## src/rtl/ysyx_23060278_mdu.sv

```systemverilog
// ysyx_23060278_mdu: multi-cycle RV32M multiply/divide unit.
// Holds one operation at a time. Both sides use a valid/ready handshake.
// Iterative radix-2 shift-add multiply and restoring divide both run on
// operand magnitudes. The sign is applied on the edge that enters DONE.
// Divide-by-zero and signed overflow are resolved at accept without iterating.
// Optional feature macro: YSYX_23060278_MDU_FAST_MUL_EN
//   When defined, every MUL* op uses a single-cycle multiply and goes straight
//   to DONE. When undefined, MUL* ops use the iterative shift-add path.
module ysyx_23060278_mdu #(
    parameter int XLEN = 32
) (
    input  logic            clk,
    input  logic            rst_n,
    input  logic            in_valid,
    output logic            in_ready,
    input  logic [2:0]      md_op,
    input  logic [XLEN-1:0] src1,
    input  logic [XLEN-1:0] src2,
    input  logic            flush,
    output logic            out_valid,
    input  logic            out_ready,
    output logic [XLEN-1:0] result,
    output logic            busy
);

    localparam logic [1:0] S_IDLE = 2'd0;
    localparam logic [1:0] S_MUL  = 2'd1;
    localparam logic [1:0] S_DIV  = 2'd2;
    localparam logic [1:0] S_DONE = 2'd3;

    localparam int              CNT_W    = $clog2(XLEN);
    localparam logic [CNT_W-1:0] CNT_INIT = CNT_W'(XLEN - 1);
    localparam logic [CNT_W-1:0] CNT_ONE  = CNT_W'(1);

    // Two's-complement negate when neg is set (XLEN-wide)
    function automatic logic [XLEN-1:0] neg_x(input logic [XLEN-1:0] v, input logic neg);
        return neg ? ('0 - v) : v;
    endfunction

    // Two's-complement negate when neg is set (2*XLEN-wide)
    function automatic logic [2*XLEN-1:0] neg_2x(input logic [2*XLEN-1:0] v, input logic neg);
        return neg ? ('0 - v) : v;
    endfunction

    logic [1:0]        state;
    logic [CNT_W-1:0]  cnt;
    logic [2:0]        op_r;
    logic              neg_q;
    logic              neg_r;
    logic [2*XLEN-1:0] acc;
    logic [XLEN-1:0]   opnd;

    logic              is_div;
    logic              sgn1;
    logic              sgn2;
    logic              n1;
    logic              n2;
    logic [XLEN-1:0]   mag1;
    logic [XLEN-1:0]   mag2;
    logic              div_zero;
    logic              div_ovf;
    logic [XLEN-1:0]   special_res;
    logic [XLEN:0]     mul_sum;
    logic [2*XLEN-1:0] mul_next;
    logic [XLEN:0]     div_trial;
    logic [2*XLEN-1:0] div_next;
    logic [2*XLEN-1:0] prod_fix;
    logic [XLEN-1:0]   mul_res;
    logic [XLEN-1:0]   div_res;
    logic              accept;

`ifdef YSYX_23060278_MDU_FAST_MUL_EN
    logic signed [2*XLEN-1:0] fa;
    logic signed [2*XLEN-1:0] fb;
    logic signed [2*XLEN-1:0] fp;
    logic        [XLEN-1:0]   fast_res;

    // Single-cycle product of sign/zero-extended operands
    always_comb begin
        fa       = $signed({{XLEN{sgn1 & src1[XLEN-1]}}, src1});
        fb       = $signed({{XLEN{sgn2 & src2[XLEN-1]}}, src2});
        fp       = fa * fb;
        fast_res = (md_op[1:0] == 2'b00) ? fp[XLEN-1:0] : fp[2*XLEN-1:XLEN];
    end
`endif

    assign in_ready  = (state == S_IDLE);
    assign out_valid = (state == S_DONE);
    assign busy      = (state != S_IDLE);
    assign accept    = (state == S_IDLE) && in_valid && !flush;

    // Operand decode at accept: signedness, magnitudes and divide special cases
    always_comb begin
        is_div      = md_op[2];
        sgn1        = is_div ? ~md_op[0] : (md_op[1:0] == 2'b01 || md_op[1:0] == 2'b10);
        sgn2        = is_div ? ~md_op[0] : (md_op[1:0] == 2'b01);
        n1          = sgn1 & src1[XLEN-1];
        n2          = sgn2 & src2[XLEN-1];
        mag1        = neg_x(src1, n1);
        mag2        = neg_x(src2, n2);
        div_zero    = (src2 == '0);
        div_ovf     = ~md_op[0] && (src1 == {1'b1, {(XLEN-1){1'b0}}}) && (src2 == '1);
        special_res = '0;
        if (div_zero)
            special_res = md_op[1] ? src1 : '1;
        else if (div_ovf)
            special_res = md_op[1] ? '0 : src1;
    end

    // One iteration step of shift-add multiply and restoring divide, plus final sign fix
    always_comb begin
        mul_sum   = {1'b0, acc[2*XLEN-1:XLEN]} + (acc[0] ? {1'b0, opnd} : '0);
        mul_next  = {mul_sum, acc[XLEN-1:1]};
        div_trial = {acc[2*XLEN-1:XLEN], acc[XLEN-1]} - {1'b0, opnd};
        if (div_trial[XLEN])
            div_next = {acc[2*XLEN-2:0], 1'b0};
        else
            div_next = {div_trial[XLEN-1:0], acc[XLEN-2:0], 1'b1};
        prod_fix  = neg_2x(mul_next, neg_q);
        mul_res   = (op_r[1:0] == 2'b00) ? prod_fix[XLEN-1:0] : prod_fix[2*XLEN-1:XLEN];
        div_res   = op_r[1] ? neg_x(div_next[2*XLEN-1:XLEN], neg_r)
                            : neg_x(div_next[XLEN-1:0], neg_q);
    end

    // Control: state, countdown, captured op/sign flags and the held result
    always_ff @(posedge clk or negedge rst_n) begin
        if (!rst_n) begin
            state  <= S_IDLE;
            cnt    <= '0;
            result <= '0;
            op_r   <= 3'b000;
            neg_q  <= 1'b0;
            neg_r  <= 1'b0;
        end else if (flush) begin
            state <= S_IDLE;
            cnt   <= '0;
        end else begin
            case (state)
                S_IDLE: begin
                    if (in_valid) begin
                        op_r  <= md_op;
                        neg_q <= n1 ^ n2;
                        neg_r <= n1;
                        if (is_div && (div_zero || div_ovf)) begin
                            state  <= S_DONE;
                            result <= special_res;
                        end
`ifdef YSYX_23060278_MDU_FAST_MUL_EN
                        else if (!is_div) begin
                            state  <= S_DONE;
                            result <= fast_res;
                        end
`endif
                        else begin
                            state <= is_div ? S_DIV : S_MUL;
                            cnt   <= CNT_INIT;
                        end
                    end
                end
                S_MUL: begin
                    if (cnt == '0) begin
                        state  <= S_DONE;
                        result <= mul_res;
                    end else begin
                        cnt <= cnt - CNT_ONE;
                    end
                end
                S_DIV: begin
                    if (cnt == '0) begin
                        state  <= S_DONE;
                        result <= div_res;
                    end else begin
                        cnt <= cnt - CNT_ONE;
                    end
                end
                default: begin
                    if (out_ready)
                        state <= S_IDLE;
                end
            endcase
        end
    end

    // Datapath: magnitudes loaded at accept, one shift/subtract step per busy cycle
    always_ff @(posedge clk) begin
        if (accept) begin
            acc  <= is_div ? {{XLEN{1'b0}}, mag1} : {{XLEN{1'b0}}, mag2};
            opnd <= is_div ? mag2 : mag1;
        end else if (state == S_MUL) begin
            acc <= mul_next;
        end else if (state == S_DIV) begin
            acc <= div_next;
        end
    end

endmodule
```

## config.mk

```make
export PLATFORM = sky130hd
export DESIGN_NAME = ysyx_23060278_mdu
export DESIGN_NICKNAME = d
export VERILOG_FILES = /design/src/rtl/ysyx_23060278_mdu.sv
export SDC_FILE = /design/constraint.sdc
export NUM_CORES = 1
export LEC_CHECK = 0
export BUFFER_PORTS_ARGS = -buffer_cell sky130_fd_sc_hd__buf_2
export CAP_MARGIN = 40
export CORE_UTILIZATION = 56
export DETAILED_ROUTE_END_ITERATION = 10
export GPL_TIMING_DRIVEN = 0
export PLACE_DENSITY = 0.84
export REMOVE_ABC_BUFFERS = 1
export SLEW_MARGIN = 20
export SYNTH_ARGS = -nofsm -noshare
export SYNTH_HDL_FRONTEND = slang
export SYNTH_SLANG_ARGS = --single-unit
```

## constraint.sdc

```tcl
create_clock -name clk -period 5.4 [get_ports clk]
set_input_delay 1.08 -clock clk [delete_from_list [all_inputs] [get_ports clk]]
set_output_delay 1.08 -clock clk [all_outputs]
set_load 0.01 [all_outputs]
```

Word level (Yosys, flattened, before mapping)
Cells that the tools add are included.

storage, ports and cells
  register bits after elaboration = 139
  input bits = 72
  output and inout bits = 35
  logic and storage cells = 95

cells by class
  add/subtract/negate cells = 8
  eq/ne operators = 15
  multiplexer cells = 37
  bitwise operators = 5
  reductions and logical operators = 22

operators with widths
  cell                                                count
  two-way mux 32 bit                                  17
  two-way mux 64 bit                                  5
  subtractor 1 x 32 -> 32 bit (first input constant)  4
  case mux 32 bit (3 select lines)                    1
  == test 32 bit (second input constant)              2
  subtractor 1 x 64 -> 64 bit (first input constant)  1
  adder 32 x 32 -> 33 bit                             1
  subtractor 33 x 32 -> 33 bit                        1
  zero test 32 bit                                    1
  two-way mux 5 bit                                   4
  two-way mux 2 bit                                   6
  case mux 5 bit (2 select lines)                     1
  nonzero test 3 bit                                  3
  == test 2 bit (second input constant)               3
  inequality test 2 bit (second input constant)       3
  inequality test 3 bit (second input constant)       2
  AND reduction 3 bit                                 2
  AND reduction 6 bit                                 1
  logical AND 1 bit                                   5
  zero test 5 bit                                     1
  subtractor 5 x 1 -> 5 bit (second input constant)   1
  == test 2 x 1 -> 1 bit (second input constant)      2
  zero test 2 bit                                     2
  case mux 2 bit (2 select lines)                     1
  13 further kinds                                    17

Logic depth before layout (Yosys ltp)
Gate-level depths: netlist of run 1.

  depth after elaboration = 9
  depth in mapped cells = 24
  gate-level depth less buffers = 22

Least setup slack after synthesis of run 1
Ideal clock, no wire load.

  path type = flip-flop to flip-flop
  start point = reg acc[31]
  end point = reg result[24]
  setup time = 0.101 ns
  data arrival time = 5.637 ns
  required time = 5.299 ns
  setup slack = -0.338 ns
  stages on the path, launching flop included = 23
  buffers on the path = 2
  clock period less this slack = 5.738 ns
  path through = edfxtp_1 -> inv_1 -> ha_1 -> fa_1 -> nor2b_1 -> o211ai_1 -> a21oi_1 -> o211ai_1 -> a21boi_1 -> nor2_2 -> clkinv_1 -> clkbuf_1 -> clkbuf_1 -> nor2_1 -> a21oi_1 -> ha_1 -> nor2b_1 -> or4b_2 -> nand4_1 -> nor3b_1 -> nor4bb_1 -> mux2_2 -> o32ai_1

on the way
  cells in the longest elaborated chain, start to end = 7
  elaborated cells on any way between the ends = 13
  those cells by class = add/sub: 4; mux: 9

RTL lines
  item                                RTL line  source
  start: declaration                  50        logic [2*XLEN-1:0] acc;
  start signal: assignment            187       acc <= is_div ? {{XLEN{1'b0}}, mag1} : {{XLEN{1'b0}}, mag2};
  start signal: assignment            190       acc <= mul_next;
  start signal: assignment            192       acc <= div_next;
  subtractor 33 x 32 -> 33 bit        114       div_trial = {acc[2*XLEN-1:XLEN], acc[XLEN-1]} - {1'b0, opnd};
  two-way mux 64 bit                  115       if (div_trial[XLEN])
  subtractor 1 x 32 -> 32 bit         37        return neg ? ('0 - v) : v;
  two-way mux 32 bit                  37
  two-way mux 32 bit                  121       div_res = op_r[1] ? neg_x(div_next[2*XLEN-1:XLEN], neg_r)
  two-way mux 32 bit                  169       if (cnt == '0) begin
  case mux 32 bit (3 select lines) *  138       case (state)
  end signal: assignment              146       result <= special_res;
  end signal: assignment              163       result <= mul_res;
  end signal: assignment              171       result <= div_res;
  end: declaration                    22        output logic [XLEN-1:0] result,

Mark *: on every way between the ends. The rest lies on a longest branch, timed or not. The select of a mux whose other input is x is not followed.
A chain may end at the register's enable or synchronous reset.

Worst setup path after layout of run 1
Ends and elaborated chain as after synthesis.

==> metrics.md, run 1 <==
| Metric | Value |
|---|---|
| Vias per cell | around 6.9 |
| Maxcap violations | 0 |
| RSZ-0062 raised after global routing | yes |
| Setup violators final | 0 |
| Setup WS post-layout | around 0.040 ns |
| CTS root buf | clkbuf_16 |
| R2r setup slk | roughly 0.04 ns |
| Status | finished, final reports clean |
| CP peak stage delay | 0.59 ns |
| DRC violation count after routing | 0 |
| DIE AREA | ~32,000 µm² |
| Syn_area_per_cell | roughly 7.5 µm² |
| Core Area | 30,600 µm² |
| Hold Crit Class | reg -> reg |
| Rel. slew slack | 0.403 |
| CTS sink cnt | 139 |
| Synth warn | 0 |
| Final hold viol count | 0 |
| Ant diodes | 0 |
| Starting density of the core | 0.569 |
| WHS Path Cells | 2 |
| Clock slew at reported path FFs | approximately 0.06 ns |
| Worst-Margin Slew | 0.889 ns |
| Placed Instances | roughly 2,700 |
| CP delay by family, top | simple AND/OR/NAND/NOR gates |
| Logic pwr share | 0.733 |
| Share of cells above drive strength 1 | 0.114 |
| Design area | 19,200 µm² |
| Slew Viols, Final | 0 |
| WL/cell | ~24 µm |
| WS Path Type | reg -> reg |
| Row cnt | 64 |
| Final wirelength | 65,800 µm |
| First-pass GRT wire length | 97,800 µm |
| Worst path required time | ~5.8 ns |
| CTS H-Tree Depth | 4 |
| Vias in the first global route | 17,100 |
| Antenna violations before repair | 1 |
| Pwr dens | roughly 760 nW/µm² |
| Post-synth ARST share | 0.309 |
| Post-place setup slack | -2.38 ns |
| TritonRoute pass-1 iters | 6 |
| Hold Path Sink | result[3] |
| Worst R2R Path Depth | 23 |
| Vias | around 19,000 |
| Min cycle time layout | 5.36 ns |
| Critical path arrival | around 5.7 ns |
| Synth Area in XOR/XNOR | 0.0881 |
| Power Internal | ~6.4 mW |
| CTS max path bufs | 2 |
| Synthesized area | ~17,000 µm² |
| Flop pwr share | 0.182 |
| Post-synth EDFFs | 96 |
| Die width | around 180 µm |
| Post-Synth Adder-Cell Area | 0.0577 |
| Critical path capture point type | register |
| Critical Path Slowest Stage Cell | or4b_2 |
| Worst path bufs/invs | 5 |
| Main combinational cell family by area after synthesis | compound AO/OA/AOI/OAI gates |
| Die Ht | 178 µm |
| Register bit total from synthesis | between 100 and 150 |
| Final #Nets | around 2,500 |
| Clk_skew | 0.00917 ns |
| Clock power share | 0.085 |
| CP Max Fanout | 6 |
| CP Launch Type | register |
| Post-synthesis mux area share | 0.0652 |
| Clk_lat worst skew | 0.45 ns |
| Final period utilization | 0.993 |
| Largest net degree at the start of global routing | 88 |
| Simple-gate portion of the synthesized area | 0.235 |
| Switching fraction of total power | 0.563 |
| PortBufs | roughly 110 |
| Fin cells | 2,752 |
| Static leakage | around 7.4 nW |
| Cell variety after synth | 93 |
| Top FF cell, synth | edfxtp_1 |
| Placed cell area | ~18,000 µm² |
| # IOs | 107 |
| Synth-to-Final Area Change | 10.5% |
| Max VDD drop | ~0.34 mV |
| Gpl congestion | 0.978 |
| Remaining antenna violation count after routing | 0 |
| Reg2reg end | result[24] |
| Max frequency | 0.187 GHz |
| Compound-cell area share of the yosys netlist | 0.275 |
| GRT Util Overall | 0.404 |
| Post-Syn Instances | around 2,300 |
| GR Overflow Total | 0 |
| Crit-path cells | inv_1 -> ha_2 -> fa_2 -> nor2b_4 -> o211ai_1 -> a21oi_2 -> buf_4 -> o211ai_1 -> buf_4 -> a21boi_4 -> buf_6 -> nor2_4 -> clkinv_8 -> nor2_1 -> a21oi_4 -> ha_4 -> nor2b_4 -> or4b_2 -> nand4_1 -> nor3b_4 -> nor4bb_4 -> mux2_4 -> o32ai_2 |
| Min-delay src | result[3] |
| Iter 0 DRT Violations | 2,197 |
| CTS tree | built |
| Worst r2r src | acc[31] |
| WHS | 0.481 ns |
| CTS buffer count | 17 |
| Sw Pwr | around 8.3 mW |
| Post-detail-place hpwl | between 40,000 and 50,000 µm |
| Seq/Total Area, Yosys | 0.228 |
[through the flow]
| stage | util | TNS (ns) | power [mW] |
|---|---|---|---|
| 2_1_floorplan | - | -8.04 | 9.35 |
| 3_3_place_gp | 0.582 | -266.40 | 12.0 |
| 3_5_place_dp | 0.594 | -19.84 | 12.3 |
| 4_1_cts | 0.621 | -0.0277 | 13.9 |
| 5_1_grt | 0.628 | -0.0603 | 15.5 |
| 6_report | 0.628 | 0 | 14.7 |
[synth_stat cells (all sizes together), types with 16 or more instances]
cell type  count  share of area
a211oi        30          0.013
a21o          23         0.0099
a21oi        194          0.056
a31oi         36          0.013
and2          25         0.0090
and3          16         0.0058
buf           34         0.0090
clkbuf       121          0.026
dfrtp         43          0.062
edfxtp        96           0.17
ha            77          0.055
inv           79          0.017
mux2i        102          0.059
nand2        240          0.052
nand2b        17         0.0061
nand3         50          0.014
nand4         41          0.015
nor2         237          0.051
nor3          53          0.016
nor4          21         0.0096
o211ai        35          0.015
o21ai        203          0.058
o31ai         40          0.017
o41ai         16         0.0081
or3           36          0.013
or4           19         0.0084
xnor2         96          0.048
xor2          79          0.040
[tightest hold or removal path, stage by stage, from the launching register on]
cell,delay (ns)
dfrtp_1,0.33
nand2_1,0.05
o221ai_1,0.06
[layer usage]
layer,up-vias,track usage,routed length [µm]
li1,8695,-,-
met1,8887,0.532,26100
met2,1276,0.618,28200
met3,219,0.0916,7750
met4,2,0.204,3740
met5,-,0,16
[cells in the final DEF (no fill, tap or decap), drive strengths merged, types with 23 or more instances in the layout]
cell type	netlist	layout
nand2	240	240
nor2	237	237
o21ai	203	203
a21oi	194	194
buf	34	155
mux2i	102	102
edfxtp	96	96
xnor2	96	96
inv	79	82
xor2	79	79
ha	77	77
nor3	53	53
nand3	50	50
dfrtp	43	43
nand4	41	41
o31ai	40	40
a31oi	36	36
or3	36	36
o211ai	35	35
a211oi	30	30
and2	25	25
a21o	23	23
[what timing repair did]
| action | CTS | global route |
|---|---|---|
| buffers inserted | 12 | 17 |
| gates resized for setup | 22 | 17 |
| hold buffers | 0 | 0 |
| gates cloned | 2 | 3 |
| pin swaps | 8 | 9 |
| setup endpoints to repair | 27 | 12 |
[cell families (layout without fill, tap and decap cells)]
kind of cell               Yosys count  count (layout)
adders and majority gates           79              79
xor gates and xnor gates           175             175
AOI/OAI and AO/OA                  745             746
buffers and inverters              235             272
DFF                                139             139
and+or+nand+nor                    833             833
muxes                              112             112
[sequential cells by signal, summed over array words and instances (netlist names)]
name and cells:
acc 64, cnt 5, neg_q 1, neg_r 1, op_r 2, opnd 32, result 32, state 2
[worst max path at each step]
| stage | start | depth (start not counted) | end |
|---|---|---|---|
| 3_5_place_dp | acc[31] | 20 | result[24] |
| 5_1_grt | opnd[5] | 21 | result[24] |
| 2_1_floorplan | acc[31] | 19 | result[24] |
| 6_report | acc[31] | 23 | result[24] |
| 4_1_cts | acc[31] | 23 | result[24] |
| 3_3_place_gp | acc[31] | 20 | result[24] |
[power by group through the flow]
stage	registers, mW	clock network, mW	logic [mW]
after detailed placement	2.63	0	9.67
after floorplan	2.42	0	6.93
after global routing	2.71	1.28	11.5
after CTS	2.61	1.24	10.1
final	2.68	1.25	10.8
after global placement	2.65	0	9.39
[area by class of cell]
type                    instances  area, µm²
inverters                      80        319
clock buffers                  18        429
flip-flops and latches        139       3960
clock inverters                14        170
repair buffers                156       1030
multi-input cells            1945      12800
repair inverters                4       31.3
fillers                      2711      11400
well taps                     396        495
Note: power is estimated with default switching activity, not from simulation.
==> run 2, diff against run 1 <==
Settings changed: BUFFER_PORTS_ARGS -buffer_cell sky130_fd_sc_hd__buf_2 to -buffer_cell sky130_fd_sc_hd__buf_4, CORE_ASPECT_RATIO set to 1.5.
==> metrics.md, run 2 (same netlist as run 1, synthesis figures left out) <==
| Metric | Value |
|---|---|
| Max reg flops | 64 (unchanged) |
| Remaining antenna violation count after routing | 0 (unchanged) |
| DIE AREA | 31,800 µm² (about the same) |
| Total power | 14.7 mW (+0.22%) |
| Final wirelength | 68,200 µm (+3.6%) |
| Hold buffer count at cts | 0 (unchanged) |
| Crit-path cells | clkinvlp_4 -> buf_4 -> buf_4 -> nor2_1 -> ha_1 -> a21o_1 -> a221oi_2 -> a2111oi_2 -> nor3_1 -> and3b_1 -> or3b_1 -> or4_1 -> or4b_1 -> a21oi_1 -> nor3_1 -> o21bai_1 |
| CP Launch Type | register |
| CTS root buf | clkbuf_16 |
| TritonRoute pass-1 iters | 6 (unchanged) |
| Fillers | 2,666 (-1.7%) |
| Share of cells above drive strength 1 | 0.118 (+0.00355) |
| Critical path capture point type | register |
| Vias per cell | 6.95 (+0.29%) |
| GRT Util Overall | 0.420 (+0.0161) |
| # IOs | 107 (unchanged) |
| PortBufs | 106 (unchanged) |
| Max VDD drop | 0.611 mV (+78%) |
| Core Area | 30,400 µm² (-0.46%) |
| DRC violation count after routing | 0 (unchanged) |
| GR Overflow Total | 0 (unchanged) |
| Clock slew at reported path FFs | 0.07 ns (about the same) |
| Commonest non-fill, non-tap cell in the layout | nand2_1 |
| CP Max Fanout | 8 (+2) |
| Rel. slew slack | -0.223 (-0.626) |
| Post-detail-place hpwl | 49,900 µm (+3.0%) |
| Gpl congestion | 0.996 (+1.8%) |
| Max frequency | 0.186 GHz (-0.35%) |
| Hold Crit Class | reg -> reg |
| First-pass GRT wire length | 102,000 µm (+4.8%) |
| Worst path required time | 5.75 ns (about the same) |
| Pwr dens | 753 nW/µm² (-1.5%) |
| Design area | 19,600 µm² (+1.8%) |
| Final #Nets | 2,491 (-0.12%) |
| Status | complete, but fails checks |
| Largest registers | acc x64, opnd x32, result x32 |
| Critical Path Slowest Stage Cell | or4_1 |
| Vias in the first global route | 18,100 (+5.9%) |
| Flop pwr share | 0.181 (about the same) |
| CTS H-Tree Depth | 4 (unchanged) |
| Static leakage | 7.46 nW (+1.4%) |
| CP delay by family, top | simple AND/OR/NAND/NOR gates |
| Final period utilization | 0.996 (+0.00352) |
| Switching fraction of total power | 0.558 (-0.00463) |
| Die Ht | 218 µm (+22%) |
| Min cycle time layout | 5.38 ns (+0.0190 ns) |
| CP peak stage delay | 0.71 ns (+0.12 ns) |
| WS Path Type | reg -> reg |
| CTS sink cnt | 139 (unchanged) |
| CTS buffer count | 17 (unchanged) |
| WL/cell | 24.7 µm (+3.5%) |
| Worst path bufs/invs | 3 (-2) |
| CTS max path bufs | 2 (unchanged) |
| CTS tree | built |
| Final hold viol count | 0 (unchanged) |
| Largest net degree at the start of global routing | 88 (unchanged) |
| Maxcap violations | 1 (+1) |
| Placed cell area | 18,400 µm² (+1.4%) |
| Logic pwr share | 0.731 (-0.002) |
| Iter 0 DRT Violations | 2,422 (+10%) |
| Slew Viols, Final | 6 (+6) |
| Row cnt | 78 (+22%) |
| Power Internal | 6.51 mW (+1.3%) |
| Synth-to-Final Area Change | 12.5% |
| Failing checks | capacitance limit, slew limit |
| Clk_lat worst skew | 0.48 ns (+0.03 ns) |
| Critical path arrival | 5.73 ns (+0.02 ns) |
| Die width | 146 µm (-18%) |
| Vias | 19,200 (+0.40%) |
| Sw Pwr | 8.22 mW (-0.61%) |
| Setup TNS | 0 ns (unchanged) |
| Worst-Margin Slew | 1.81 ns (+0.920 ns) |
| Largest Register | acc |
| Clk_skew | 0.0171 ns (+0.00788 ns) |
| Starting density of the core | 0.571 (+0.00262) |
| Antenna violations before repair | 1 (unchanged) |
| Setup violators final | 0 (unchanged) |
| Most frequent cells in the layout | nand2_1, nor2_1, a21oi_1 |
| Clock power share | 0.088 (+0.003) |
-- run 2: changes by cell type in the layout (fill, tap and decap cells not counted), sizes merged --
cell      delta
inv          +2
clkinvlp     -2
clkinv       -1
diode        +2
buf          -2
-- run 2: cell type report --
type / instances / area (µm²) / share of cell area
repair inverters: 3 / 22.5 / 0.00115
multi-input cells: 1945 / 12800 / 0.657
clock inverters: 14 / 186 / 0.00953
diodes: 2 / 5.00 / 0.000256
well taps: 400 / 500 / 0.0256
repair buffers: 154 / 1290 / 0.0662
flip-flops and latches: 139 / 3960 / 0.203
inverters: 80 / 319 / 0.0163
clock buffers: 18 / 429 / 0.0219
-- run 2: layer usage --
metal / wire, µm / up-vias / track usage
li1: - / 8694 / -
met1: 24800 / 8954 / 0.496
met2: 31800 / 1216 / 0.698
met5: 0 / - / 0
met4: 5670 / 0 / 0.318
met3: 5940 / 292 / 0.0504
-- run 2: per-stage QoR --
step / hold slack (ns) / cells / util / setup slack (ns)
after floorplan: 0.460 / 2163 / - / -1.51
after global placement: 0.466 / 2669 / 0.594 / -5.04
after detailed placement: 0.474 / 2685 / 0.604 / -2.77
after CTS: 0.492 / 2734 / 0.634 / -0.00762
after global routing: 0.516 / 2755 / 0.643 / -0.0359
final: 0.495 / 2755 / 0.643 / 0.0212
-- run 2: worst register-to-register path, delay by kind of cell, from the launching register on --
| kind | cells | cell delay, ns |
|---|---|---|
| flip-flops | 1 | 0.57 |
| buffers and inverters | 3 | 0.65 |
| AND/OR/NAND/NOR | 7 | 2.37 |
| AO/OA/AOI/OAI | 5 | 1.34 |
| adder cells (fa/ha/maj) | 1 | 0.31 |
-- run 2: final timing paths --
check                      depth (start not counted)  slack, ns        from    endpoint
max reg2reg                                       16       0.02      acc[0]  result[30]
max                                               16       0.02      acc[0]  result[30]
max in group asynchronous                          1       4.19       rst_n       neg_q
min reg2reg                                        2       0.50  result[11]  result[11]
min in group asynchronous                          1       0.64       rst_n  result[29]
min                                                2       0.50  result[11]  result[11]
-- run 2: timing repair --
item / in CTS / in global routing
resized for setup: 29 / 25
endpoints found under the hold margin: 0 / 0
gates cloned: 2 / 2
pin swaps: 7 / 14
buffers inserted: 15 / 16
endpoints found under the setup margin: 45 / 8
-- run 2: power groups by stage --
| stage | Clock (mW) | Sequential (mW) | Combinational (mW) |
|---|---|---|---|
| floorplan | 0 | 2.42 | 6.93 |
| global placement | 0 | 2.66 | 9.43 |
| detailed placement | 0 | 2.64 | 9.71 |
| CTS | 1.28 | 2.61 | 10.2 |
| global route | 1.32 | 2.71 | 11.6 |
| finish | 1.30 | 2.67 | 10.8 |
